File: src/rtl/glitch_pulse_if.sv
// glitch_pulse_if: control/config/status bundle between a sequencer and glitch_pulse.
//   master: drives arm, abort, trigger and the delay/width/gap/count config;
//           observes glitch, busy and done.
//   slave : the glitch_pulse block itself.
interface glitch_pulse_if #(
    parameter int unsigned CNT_W = 16,
    parameter int unsigned PC_W  = 4
);
    logic             arm;
    logic             abort;
    logic             trigger;
    logic [CNT_W-1:0] delay;
    logic [CNT_W-1:0] width;
    logic [CNT_W-1:0] gap;
    logic [PC_W-1:0]  count;
    logic             glitch;
    logic             busy;
    logic             done;

    modport master (
        output arm, abort, trigger, delay, width, gap, count,
        input  glitch, busy, done
    );

    modport slave (
        input  arm, abort, trigger, delay, width, gap, count,
        output glitch, busy, done
    );
endinterface

File: src/rtl/glitch_pulse.sv
// glitch_pulse: consumer end of the detector trigger line.
// Once armed it waits for a trigger, counts a programmable delay, then emits a
// train of glitch pulses with programmable width, gap and count.
// Ports:
//   clk  - system clock
//   rst  - synchronous active-high reset
//   bus  - glitch_pulse_if.slave: arm/abort/trigger, delay/width/gap/count config
//          (latched at arm), glitch/busy/done registered outputs.
// All outputs are registered from the current state, so each output follows
// its state by one edge; abort and rst force them idle on the sampling edge.
module glitch_pulse #(
    parameter int unsigned CNT_W         = 16,
    parameter int unsigned PC_W          = 4,
    parameter bit          GLITCH_ACTIVE = 1'b1
) (
    input logic           clk,
    input logic           rst,
    glitch_pulse_if.slave bus
);

    typedef enum logic [2:0] {
        StIdle,
        StWaitLow,
        StArmed,
        StDelay,
        StPulse,
        StGap,
        StDone
    } state_e;

    state_e           state_q, state_d;
    logic [CNT_W-1:0] delay_q, delay_d;
    logic [CNT_W-1:0] width_q, width_d;
    logic [CNT_W-1:0] gap_q, gap_d;
    logic [PC_W-1:0]  count_q, count_d;
    logic [CNT_W-1:0] cnt_q, cnt_d;
    logic [PC_W-1:0]  pulses_q, pulses_d;
    logic [PC_W-1:0]  pulses_dec;
    logic             glitch_q, glitch_d;
    logic             busy_q, busy_d;
    logic             done_q, done_d;

    always_comb begin
        state_d    = state_q;
        delay_d    = delay_q;
        width_d    = width_q;
        gap_d      = gap_q;
        count_d    = count_q;
        cnt_d      = cnt_q;
        pulses_d   = pulses_q;
        pulses_dec = (pulses_q == '0) ? '0 : pulses_q - 1'b1;

        if (bus.abort) begin
            state_d  = StIdle;
            cnt_d    = '0;
            pulses_d = '0;
        end else begin
            case (state_q)
                StIdle: begin
                    if (bus.arm) begin
                        // Zero width/gap/count are promoted to one.
                        delay_d = bus.delay;
                        width_d = (bus.width == '0) ? CNT_W'(1) : bus.width;
                        gap_d   = (bus.gap == '0) ? CNT_W'(1) : bus.gap;
                        count_d = (bus.count == '0) ? PC_W'(1) : bus.count;
                        state_d = StWaitLow;
                    end
                end
                StWaitLow: begin
                    // A trigger already high at arming must fall before it counts.
                    if (!bus.trigger) begin
                        state_d = StArmed;
                    end
                end
                StArmed: begin
                    if (bus.trigger) begin
                        pulses_d = count_q;
                        if (delay_q != '0) begin
                            state_d = StDelay;
                            cnt_d   = delay_q;
                        end else begin
                            state_d = StPulse;
                            cnt_d   = width_q;
                        end
                    end else if (!bus.arm) begin
                        state_d = StIdle;
                    end
                end
                StDelay: begin
                    if (cnt_q <= CNT_W'(1)) begin
                        state_d = StPulse;
                        cnt_d   = width_q;
                    end else begin
                        cnt_d = cnt_q - 1'b1;
                    end
                end
                StPulse: begin
                    if (cnt_q <= CNT_W'(1)) begin
                        pulses_d = pulses_dec;
                        if (pulses_dec != '0) begin
                            state_d = StGap;
                            cnt_d   = gap_q;
                        end else begin
                            state_d = StDone;
                            cnt_d   = '0;
                        end
                    end else begin
                        cnt_d = cnt_q - 1'b1;
                    end
                end
                StGap: begin
                    if (cnt_q <= CNT_W'(1)) begin
                        state_d = StPulse;
                        cnt_d   = width_q;
                    end else begin
                        cnt_d = cnt_q - 1'b1;
                    end
                end
                StDone: begin
                    if (!bus.arm) begin
                        state_d = StIdle;
                    end
                end
                default: begin
                    state_d = StIdle;
                end
            endcase
        end
    end

    // Outputs decode the current state; abort knocks them idle on the same edge.
    always_comb begin
        glitch_d = (!bus.abort && state_q == StPulse) ? GLITCH_ACTIVE : ~GLITCH_ACTIVE;
        busy_d   = !bus.abort &&
                   (state_q == StDelay || state_q == StPulse || state_q == StGap);
        done_d   = !bus.abort && (state_q == StDone);
    end

    always_ff @(posedge clk) begin
        if (rst) begin
            state_q  <= StIdle;
            delay_q  <= '0;
            width_q  <= '0;
            gap_q    <= '0;
            count_q  <= '0;
            cnt_q    <= '0;
            pulses_q <= '0;
            glitch_q <= ~GLITCH_ACTIVE;
            busy_q   <= 1'b0;
            done_q   <= 1'b0;
        end else begin
            state_q  <= state_d;
            delay_q  <= delay_d;
            width_q  <= width_d;
            gap_q    <= gap_d;
            count_q  <= count_d;
            cnt_q    <= cnt_d;
            pulses_q <= pulses_d;
            glitch_q <= glitch_d;
            busy_q   <= busy_d;
            done_q   <= done_d;
        end
    end

    assign bus.glitch = glitch_q;
    assign bus.busy   = busy_q;
    assign bus.done   = done_q;

endmodule
File: src/flat_wrapper.sv
// flat-port wrapper written by rule: the top's interface ports become plain ports
module glitch_pulse_flat 
#(
    parameter int unsigned CNT_W         = 16,
    parameter int unsigned PC_W          = 4,
    parameter bit          GLITCH_ACTIVE = 1'b1
)
  (clk, rst, bus_arm, bus_abort, bus_trigger, bus_delay, bus_width, bus_gap, bus_count, bus_glitch, bus_busy, bus_done);
  glitch_pulse_if #(.CNT_W(CNT_W), .PC_W(PC_W)) bus_i ();
  input logic clk;
  input logic rst;
  input wire logic [$bits(bus_i.arm)-1:0] bus_arm;
  input wire logic [$bits(bus_i.abort)-1:0] bus_abort;
  input wire logic [$bits(bus_i.trigger)-1:0] bus_trigger;
  input wire logic [$bits(bus_i.delay)-1:0] bus_delay;
  input wire logic [$bits(bus_i.width)-1:0] bus_width;
  input wire logic [$bits(bus_i.gap)-1:0] bus_gap;
  input wire logic [$bits(bus_i.count)-1:0] bus_count;
  output wire logic [$bits(bus_i.glitch)-1:0] bus_glitch;
  output wire logic [$bits(bus_i.busy)-1:0] bus_busy;
  output wire logic [$bits(bus_i.done)-1:0] bus_done;
  assign bus_i.arm = bus_arm;
  assign bus_i.abort = bus_abort;
  assign bus_i.trigger = bus_trigger;
  assign bus_i.delay = bus_delay;
  assign bus_i.width = bus_width;
  assign bus_i.gap = bus_gap;
  assign bus_i.count = bus_count;
  assign bus_glitch = bus_i.glitch;
  assign bus_busy = bus_i.busy;
  assign bus_done = bus_i.done;
  glitch_pulse #(.CNT_W(CNT_W), .PC_W(PC_W), .GLITCH_ACTIVE(GLITCH_ACTIVE)) u_core (.clk(clk), .rst(rst), .bus(bus_i));
endmodule
File: config.mk
export PLATFORM = sky130hd
export DESIGN_NAME = glitch_pulse_flat
export DESIGN_NICKNAME = d
export VERILOG_FILES = /design/src/rtl/glitch_pulse_if.sv /design/src/rtl/glitch_pulse.sv /design/src/flat_wrapper.sv
export SDC_FILE = /design/constraint.sdc
export NUM_CORES = 1
export LEC_CHECK = 0
export BUFFER_PORTS_ARGS = -buffer_cell sky130_fd_sc_hd__buf_2
export CAP_MARGIN = 20
export CORE_MARGIN = 2
export CORE_UTILIZATION = 30
export CTS_BUF_LIST = sky130_fd_sc_hd__clkbuf_4 sky130_fd_sc_hd__clkbuf_8
export CTS_CLUSTER_SIZE = 40
export DETAILED_ROUTE_END_ITERATION = 16
export GPL_TIMING_DRIVEN = 1
export PLACE_DENSITY = 0.54
export SYNTH_ARGS = -nofsm -noshare
export SYNTH_HDL_FRONTEND = slang
export SYNTH_SLANG_ARGS = --single-unit
File: constraint.sdc
create_clock -name clk -period 2.15 [get_ports clk]
set_input_delay 0.1075 -clock clk [delete_from_list [all_inputs] [get_ports clk]]
set_output_delay 0.1075 -clock clk [all_outputs]
set_load 0.005 [all_outputs]
==> results.ini <==
[timing]
period_minus_slack_ns = 2.02
clock.fmax_ghz = 0.494
setup_viol_count_final = 0
drv_slew = 0
relSlewSlack_pct = 65.1
worst_pin_slew_ns = 0.524
clock_skew_ns = 0.0107
fin_crit_sh_pct = 94.2
final.setup.tns_ns = 0
hold_viol_final = 0
rsz0062_at_grt = no

[final_layout]
nets = 660
diodes = 0
layoutNonFillerInstCount = 778
final_area_mm2 = 0.00496
area.growth.synth_to_final_pct = 28.6
final_cell_mix = nand2_1 (108), dfxtp_1 (78), a21oi_1 (77)
layout_commonest_cell = nand2_1
drive_above_1_share_pct = 19.0

[clocking]
cts-root-buf = clkbuf_8
cts.sinks = 78
htreeDepth = 3
clk_pin_slew_ns = 0.09
clock_latency_ns = 0.35
cts_setup_buffers = 0
cts_buffer_depth = 2
cts_inserted_buffers = 9
cts_tree = yes

[route]
vias = 4024
vias_per_cell = 5.17
firstDrtPassIters = 5
wl_um = 12300
drtIter0Drc = 245
wl_per_cell_um = 15.8
antenna_left = 0
drc = 0

[placed_design]
dp.cells = 730
portBuffers = 59
dpl.hpwl_um = 8930
place_area_mm2 = 0.00446
globalplace.congestion = 0.895

[yosys]
netlist.area_leader.share_pct = 40.5
ys.flop_type = dfxtp_1
avgSynthCellArea_um2 = 7.63
yosys-top-cells-area = dfxtp_1 (40%), nand2_1 (11%), a21oi_1 (10%)
yosys_register_bits = 78
synth_area_mm2 = 0.00386
synth_top_area_cell = dfxtp_1
syn_nets = 565
synth_seq_area_share_pct = 40.5
synthCells = 506
async_reset_ff_share_pct = 0
ys_types = 60
synth-edff-count = 0
yosys_warnings = 0

[power_and_ir_drop]
irDropWorstVdd_v = 0.000299
clkPwrFrac_pct = 34.5
switching_power_w = 0.000871
powerDensity_mw_per_mm2 = 601
p_leak_nw = 1.85
comb_power_share_pct = 13.6
p_sw_share_pct = 29.2
p_int_w = 0.00211
pwr-share-seq_pct = 51.9

[floorplanning]
num_rows = 41
initial_utilization_pct = 30.7
ios = 60
die_w_um = 117
core_mm2 = 0.0126
die_y_um = 117
die_area_mm2 = 0.0138

[worst_setup_path]
path_class = reg -> reg
cp.required_ns = 2.41
startpoint_type = register
max_stage_delay_ns = 0.53
endpoint_kind = register
cp_common_cell = a211oi_1
critPathSlowestCell = dfxtp_1
cp_data_arrival_time_ns = 2.28
cp_max_fo = 12
path_cells = and2b_1 > o21a_1 > buf_12 > a22oi_1 > o22ai_1 > a211oi_1 > a211oi_1

[global_route]
track_usage_pct = 17.8
use_met1_pct = 24.1
grt_use_met2_pct = 29.2
grt_pass1_vias = 3736
grt_pass1_wl_um = 19900
globalRouteOverflowTotal = 0
grt-busiest-layer = met2
grtUsageMet3_pct = 2.68
grt_max_degree = 53
antenna_found_initial = 0

[flow_run]
cap_violations = 0

[run_status]
status = complete, no violations

[min_path]
hp-class = in -> reg

## power groups by stage
| stage | Clock (W) | Combinational [W] | Sequential [W] |
|---|---|---|---|
| 5_1_grt | 0.00113 | 0.000451 | 0.00156 |
| 4_1_cts | 0.00105 | 0.000400 | 0.00155 |
| 3_3_place_gp | 0 | 0.000350 | 0.00158 |
| 2_1_floorplan | 0 | 0.000222 | 0.00156 |
| 3_5_place_dp | 0 | 0.000356 | 0.00158 |
| 6_report | 0.00103 | 0.000406 | 0.00155 |
## stage by stage
step | hold WS (ns) | power, W | utilization (%) | setup WS [ns]
6_report | 0.00759 | 0.00298 | 39.5 | 0.126
5_1_grt | 0.0107 | 0.00313 | 39.5 | 0.00515
2_1_floorplan | 0.243 | 0.00178 | - | 0.227
3_3_place_gp | 0.351 | 0.00193 | 35.5 | 0.165
3_5_place_dp | 0.355 | 0.00194 | 35.5 | 0.0163
4_1_cts | 0.00149 | 0.00300 | 39.4 | 0.00935
## cells by family (layout without fill, tap and decap cells)
| logic type | after synthesis | in the layout | synth area share (%) |
|---|---|---|---|
| AOI/OAI and AO/OA | 167 | 167 | 26.8 |
| xor gates and xnor gates | 9 | 9 | 2.04 |
| adders and majority gates | 2 | 2 | 0.648 |
| buffers and inverters | 44 | 144 | 5.09 |
| DFF | 78 | 78 | 40.5 |
| and+or+nand+nor | 206 | 206 | 25.0 |
## cells in the mapped netlist, types with 2 or more instances
library cell / number
nor3_1: 16
nand2b_1: 5
inv_1: 11
dfxtp_1: 78
a311oi_1: 3
o22ai_1: 6
a222oi_1: 2
nor4_1: 12
nor2_1: 31
a21oi_1: 77
nor3_2: 2
nand4_1: 4
o21ai_1: 14
o21ai_0: 14
nand3_1: 7
o221a_1: 3
a31oi_1: 3
a21o_1: 2
or4_1: 3
xor2_1: 5
or3_1: 2
ha_1: 2
and2_1: 2
xnor2_1: 4
clkbuf_1: 22
buf_6: 3
nand2_1: 108
a22oi_1: 15
buf_2: 7
a211oi_1: 13
## critical path, delay by kind of cell, from the launching register on
family                 cells  cell delay, ns
flip-flops                 1            0.53
AND/OR/NAND/NOR            1            0.27
AO/OA/AOI/OAI              5            0.96
buffers and inverters      1            0.17
## state kept, by name, summed over array words and instances (netlist names)
signal / count
u_core.count_q: 4
u_core.state_q: 3
u_core.bus.busy: 1
u_core.cnt_q: 16
u_core.width_q: 16
u_core.bus.done: 1
u_core.gap_q: 16
u_core.pulses_q: 4
u_core.bus.glitch: 1
u_core.delay_q: 16
## layer usage
| metal | wire length (um) | vias up |
|---|---|---|
| met5 | 0 | - |
| met1 | 5720 | 1890 |
| li1 | - | 2006 |
| met2 | 5790 | 109 |
| met3 | 544 | 19 |
| met4 | 255 | 0 |
## worst paths after layout
kind | startpoint | to | slack, ns | depth (start not counted)
hold / removal | bus_gap[4] | u_core.gap_q[4] | 0.008 | 3
hold reg to reg | u_core.gap_q[2] | u_core.gap_q[2] | 0.46 | 2
setup reg to reg | u_core.state_q[1] | u_core.cnt_q[0] | 0.13 | 7
setup / recovery | u_core.state_q[1] | u_core.cnt_q[0] | 0.13 | 7
## cell type report
type	count	area [um2]
fill	1294	7600
timing repair buffer	117	848
inverter	11	41.3
sequential	78	1560
multi-input combinational	384	2120
clock buffer	9	124
tap	172	215
clock inverter	7	56.3
## timing repair
item                                    4_1_cts  5_1_grt
hold buffers                                 31        1
hold endpoints to repair                     31        1
endpoints found under the setup margin        0       10
gates resized for setup                       0        2
No activity file was read; power rests on OpenSTA's default activity.
